**src/rtl/uart_cmd_rx.sv**
```systemverilog
// rtl/uart_cmd_rx.sv - 8N1 UART receiver with ASCII step/address command parser
module uart_cmd_rx #(
  parameter int CLK_FREQ_HZ = 10000000,
  parameter int BAUD        = 115200
) (
  input  logic       clk,
  input  logic       rstn,
  input  logic       uart_rxd,
  input  logic       en,
  output logic [7:0] rx_data,
  output logic       rx_valid,
  output logic       frame_err,
  output logic [6:0] debug_addr,
  output logic       addr_update,
  output logic       step_req,
  output logic       cmd_err
);

  localparam int CPB  = CLK_FREQ_HZ / BAUD;
  localparam int HALF = CPB / 2;
  localparam int CW   = $clog2(CPB + 1);

  typedef enum logic [1:0] {IDLE, START, DATA, STOP} rx_state_t;
  typedef enum logic [1:0] {P_IDLE, P_H1, P_H2} p_state_t;

  logic          rx_meta, rxs;
  rx_state_t     rstate;
  logic [CW-1:0] cnt;
  logic [2:0]    bit_idx;
  logic [7:0]    shreg;
  logic          brk;

  p_state_t      pstate;
  logic [3:0]    hi_nib;
  logic          is_hex;
  logic [3:0]    nib;

  always_ff @(posedge clk or negedge rstn) begin
    if (!rstn) begin
      rx_meta <= 1'b1;
      rxs     <= 1'b1;
    end else begin
      rx_meta <= uart_rxd;
      rxs     <= rx_meta;
    end
  end

  // Bit timing restarts on every start edge, so skew only accumulates within one frame.
  always_ff @(posedge clk or negedge rstn) begin
    if (!rstn) begin
      rstate    <= IDLE;
      cnt       <= '0;
      bit_idx   <= '0;
      shreg     <= '0;
      brk       <= 1'b0;
      rx_data   <= '0;
      rx_valid  <= 1'b0;
      frame_err <= 1'b0;
    end else begin
      rx_valid  <= 1'b0;
      frame_err <= 1'b0;
      case (rstate)
        IDLE: begin
          cnt     <= '0;
          bit_idx <= '0;
          if (brk) begin
            if (rxs) brk <= 1'b0;
          end else if (!rxs) begin
            rstate <= START;
          end
        end
        START: begin
          if (cnt == CW'(HALF - 1)) begin
            cnt    <= '0;
            rstate <= rxs ? IDLE : DATA;
          end else begin
            cnt <= cnt + 1'b1;
          end
        end
        DATA: begin
          if (cnt == CW'(CPB - 1)) begin
            cnt     <= '0;
            shreg   <= {rxs, shreg[7:1]};
            bit_idx <= bit_idx + 1'b1;
            if (bit_idx == 3'd7) rstate <= STOP;
          end else begin
            cnt <= cnt + 1'b1;
          end
        end
        STOP: begin
          if (cnt == CW'(CPB - 1)) begin
            cnt    <= '0;
            rstate <= IDLE;
            if (rxs) begin
              rx_data  <= shreg;
              rx_valid <= 1'b1;
            end else begin
              frame_err <= 1'b1;
              brk       <= 1'b1;
            end
          end else begin
            cnt <= cnt + 1'b1;
          end
        end
        default: rstate <= IDLE;
      endcase
    end
  end

  always_comb begin
    is_hex = 1'b0;
    nib    = 4'h0;
    if (rx_data >= 8'h30 && rx_data <= 8'h39) begin
      is_hex = 1'b1;
      nib    = rx_data[3:0];
    end else if ((rx_data >= 8'h61 && rx_data <= 8'h66) ||
                 (rx_data >= 8'h41 && rx_data <= 8'h46)) begin
      is_hex = 1'b1;
      nib    = rx_data[3:0] + 4'd9;
    end
  end

  always_ff @(posedge clk or negedge rstn) begin
    if (!rstn) begin
      pstate      <= P_IDLE;
      hi_nib      <= '0;
      debug_addr  <= '0;
      addr_update <= 1'b0;
      step_req    <= 1'b0;
      cmd_err     <= 1'b0;
    end else begin
      addr_update <= 1'b0;
      step_req    <= 1'b0;
      cmd_err     <= 1'b0;
      if (!en) begin
        pstate <= P_IDLE;
      end else if (rx_valid) begin
        case (pstate)
          P_IDLE: begin
            if (rx_data == 8'h73) step_req <= 1'b1;
            else if (rx_data == 8'h72) pstate <= P_H1;
            else if (rx_data != 8'h0D && rx_data != 8'h0A && rx_data != 8'h20)
              cmd_err <= 1'b1;
          end
          P_H1: begin
            if (is_hex) begin
              hi_nib <= nib;
              pstate <= P_H2;
            end else begin
              cmd_err <= 1'b1;
              pstate  <= P_IDLE;
            end
          end
          P_H2: begin
            pstate <= P_IDLE;
            // A set high bit means the value exceeds the 7-bit address range.
            if (is_hex && !hi_nib[3]) begin
              debug_addr  <= {hi_nib[2:0], nib};
              addr_update <= 1'b1;
            end else begin
              cmd_err <= 1'b1;
            end
          end
          default: pstate <= P_IDLE;
        endcase
      end
    end
  end

endmodule

```
**config.mk**
```make
export PLATFORM = sky130hd
export DESIGN_NAME = uart_cmd_rx
export DESIGN_NICKNAME = d
export VERILOG_FILES = /design/src/rtl/uart_cmd_rx.sv
export SDC_FILE = /design/constraint.sdc
export NUM_CORES = 1
export LEC_CHECK = 0
export CAP_MARGIN = 20
export CORE_MARGIN = 1.5
export CORE_UTILIZATION = 34
export CTS_BUF_LIST = sky130_fd_sc_hd__clkbuf_4
export DETAILED_ROUTE_END_ITERATION = 7
export MAX_ROUTING_LAYER = met4
export PLACE_DENSITY = 0.66
export SLEW_MARGIN = 20
export SYNTH_ARGS = -nofsm -noshare
export SYNTH_HDL_FRONTEND = slang
export SYNTH_SLANG_ARGS = --single-unit
```
**constraint.sdc**
```tcl
create_clock -name clk -period 1.99 [get_ports clk]
set_clock_uncertainty 0.05 [all_clocks]
set_input_delay 0.199 -clock clk [delete_from_list [all_inputs] [get_ports clk]]
set_output_delay 0.199 -clock clk [all_outputs]
set_load 0.01 [all_outputs]
```
==> impl_summary.md <==
Status
The run finished, with violations left. The checks that failed: design-rule violations.

Global routing
Entering global routing, the biggest net connects 32 pins. The via count of the first global-routing pass came to 1,622. The total congestion overflow after global routing is 0. The aggregate global-route resource usage is 13.4%. The initial antenna violation count is 0. The first global-routing pass estimated 7550 um of wire.

Power
The share of total power in combinational logic is 4.9%. The maximum vdd ir drop is 302 uV. Dividing total power by cell area gives a power density of ~530 nW/um^2. The design internal power is 1.21 mW. In this run the static leakage power is between 1 and 1.5 nW. The total chip power is 1.57 mW. The net switching power figure is 0.367 mW. The fraction of power spent switching nets is 23.3%.

The share of total power in the clock network is a little under 30%. Sequential cells burn 65.8% of the power.

Floorplan
From bottom edge to top edge, the die measures 85.6 um. The chip width is 85.6 um. The floorplan step defined a die boundary enclosing 7330 um^2. The region available for standard cell placement spans between 6000 and 7000 um^2. The number of top-level design ports is 24. The effective utilization at floorplan is about 36%. The row count is 29.

Synthesis
The most common cell in the synthesized netlist is dfrtp_1. The number of synthesized flops with an enable pin is 0. The most used flip-flop cell after synthesis is dfrtp_1.

The number of different library cells in the post-synthesis netlist is 51. Sequential cells were found to cover 52.9% of the synthesized design area. After synthesis the netlist holds a flip-flop and latch count of 49.

The fraction of synthesis flops using an asynchronous set or reset pin is 100%. The largest total area in the synthesized netlist belongs to dfrtp_1. The total number of yosys warnings is 0.

The post-synthesis instance total is approximately 180. The netlist area before placement is 2320 um^2. Synthesis produced a netlist with a net count of 196. The area share of the largest cell type after synthesis is 50.7%. After synthesis, the most frequently instantiated cells are dfrtp_1, mux2_2, nor2_1. After synthesis, the cell types taking the most area are dfrtp_1, mux2_2, ha_1.

A synthesized cell averages 12.7 um^2.

Critical path
STA classifies the critical path endpoint as a flop. On the critical path, the stage with the largest delay is an instance of or4b_4. The most critical setup path has its startpoint at rx_data[7]$_DFFE_PN0P_. The worst-case reg-to-reg path depth is 5. The startpoint class of the critical path is a flop. In this run the worst path has a maximum fanout of 4. The critical path goes through or4b_4 -> a311oi_4 -> buf_4 -> o21bai_4 -> mux2_4. On the worst path, the slowest cell contributes a delay of just under 0.6 ns.

STA puts the critical path data arrival time at approximately 2.2 ns. The origin of the critical flop-to-flop path is rx_data[7]$_DFFE_PN0P_. Data on the critical path is required at its endpoint by between 2 and 2.5 ns. The endpoint of the worst-slack reg-to-reg timing path is hi_nib[2]$_DFFE_PN0P_. The worst reg-to-reg setup slack is 0.001 ns. The setup path with the least slack is of type flop to flop.

Hold path
The worst hold path cell count is 1. The kind of path behind the tightest hold check is input port to flop. The startpoint of the lowest-slack hold path is uart_rxd. The hold-critical path endpoint is rx_meta$_DFF_PN1_.

Cells and area
The count of antenna diodes in the layout is 0. The share of layout cells above drive strength 1 is 33.9%. The post-layout net count is 245. In the final layout, the multi-input gates occupy 1110 um^2.

Counting the fill cells in the layout gives around 600. The sequential cell area in the final layout is about 1200 um^2. The layout overhead on the synthesized area is 27.2%.

CTS
The number of sinks handled by clock tree synthesis is a little under 50. Clock latency on the worst-skew pair, taken at its later pin, is about 0.35 ns. The clock tree synthesis step divided the H-tree into 2 levels.

The TritonCTS clock tree is done. After clock tree synthesis, the clock-pin slew on the worst setup and hold paths is 0.13 ns. The number of buffers created by CTS is 5.

The CTS root buffer is clkbuf_4. The clock tree buffer depth is 2.

Routing
The number of iterations in the first detailed-routing pass is 8. The final wirelength is 4450 um. The count of antenna-violating nets left after detailed routing is 0. The routed wirelength normalized by instance count is 14.3 um.

The detailed router's first-iteration violation count is slightly above 50. The vias after detailed routing is 1,604. In the routed design, unresolved DRC markers number 4. The routed via count divided by cell count is 5.17.

Timing
Subtracting the final worst setup slack from the clock period gives 1.99 ns. Setup repair after global routing could not meet its margin everywhere. The hold violation count in the final report is 0. The worst pin sits at a relative slew slack of a little over half.

The final count of pins violating max slew is 0. Based on the critical path, the design can be clocked at up to a little over 500 MHz. Setup total negative slack on the finished layout was measured at 0 ns. The final worst-path cycle share is 99.9%. At the pin with the least slew margin, the transition time is 0.700 ns.

Setup violations remaining at the end of the flow were counted as 0.

Placed design
Detailed placement finished with a half-perimeter wire length of roughly 3300 um. The count of buffers added on input and output ports is 23. At the end of routability-driven placement, the weighted congestion stood at a little over 0.8.

Flow run
Across the run, the number of max-cap violations was 0.
## flip-flops by register name, summed over array words and instances (netlist names), 2 cells and up, named ones only
register	flops
cnt	7
rx_data	8
pstate	2
shreg	8
hi_nib	4
debug_addr	7
bit_idx	3
## layout by cell type (no fill, tap or decap), drive strengths merged, types with 3 or more instances in the layout
cell type	count
a21oi	4
xnor2	3
ha	9
nand4b	3
clkdlybuf4s50	22
nor3	5
nand2b	4
dfrtp	47
buf	24
nor2	11
inv	8
nand3	5
o21ai	6
mux2	27
a22o	6
nand2	5
clkbuf	7
## worst max-delay path, delay by kind of cell, from the launching register on
family	cells	cell delay, ns
muxes	1	0.31
buffers and inverters	1	0.19
DFF	1	0.41
and+or+nand+nor	1	0.58
AOI/OAI and AO/OA	2	0.35
## metrics by stage
stage | std cells | hold WS, ns | util, % | area (um^2) | setup slack, ns
floorplan | 183 | -0.147 | - | 2370 | -0.0834
global placement | 296 | 0.234 | 43.5 | 2810 | 0.0277
detailed placement | 296 | 0.243 | 43.5 | 2810 | 0.00145
CTS | 308 | 0.176 | 45.0 | 2910 | 0.00551
global route | 310 | 0.173 | 45.7 | 2950 | -0.0492
finish | 310 | 0.200 | 45.7 | 2950 | 0.00107
## routing by layer
| metal | vias to the layer above | track usage, % | routed length [um] |
|---|---|---|---|
| met5 | - | - | 0 |
| met4 | 0 | 4.69 | 73 |
| met3 | 6 | 3.18 | 157 |
| met2 | 27 | 21.6 | 2230 |
| met1 | 803 | 16.6 | 1980 |
| li1 | 768 | - | - |
## how the worst max path moves through the flow
stage	to	cells past startpoint	slack [ns]
after floorplan	hi_nib[1]$_DFFE_PN0P_	6	-0.08
after global placement	hi_nib[1]$_DFFE_PN0P_	7	0.03
after detailed placement	hi_nib[1]$_DFFE_PN0P_	7	0.001
after CTS	debug_addr[2]$_DFFE_PN0P_	5	0.006
after global routing	hi_nib[1]$_DFFE_PN0P_	7	-0.05
final	hi_nib[2]$_DFFE_PN0P_	5	0.001
## kinds of logic after synthesis
group | Yosys count | share of synthesized area [%]
multiplexers | 27 | 13.1
adder cells (fa/ha/maj) | 9 | 4.85
flip-flops | 49 | 52.9
AO/OA/AOI/OAI | 33 | 12.5
AND/OR/NAND/NOR | 47 | 12.0
XOR/XNOR | 5 | 1.89
buffers and inverters | 13 | 2.70
## repair_timing
item,in CTS,in global routing
buffers inserted,3,2
resized for setup,1,8
endpoints found under the hold margin,27,0
endpoints found under the setup margin,4,24
hold buffers,1,0
## power by group through the flow
stage / Sequential, mW / Combinational (mW) / Clock [mW]
after floorplan: 1.04 / 0.0415 / 0
after global placement: 1.05 / 0.0746 / 0
after detailed placement: 1.05 / 0.0769 / 0
after CTS: 1.04 / 0.0786 / 0.494
after global routing: 1.04 / 0.0904 / 0.530
final: 1.04 / 0.0766 / 0.462
## cell type report
type / count / share of cell area (%)
Sequential cell: 49 / 41.7
Multi-Input combinational cell: 121 / 37.8
Timing Repair Buffer: 47 / 14.2
Tap cell: 77 / 3.26
Clock buffer: 7 / 1.78
Inverter: 8 / 1.10
Clock inverter: 1 / 0.169
(Power assumes the default switching activity.)
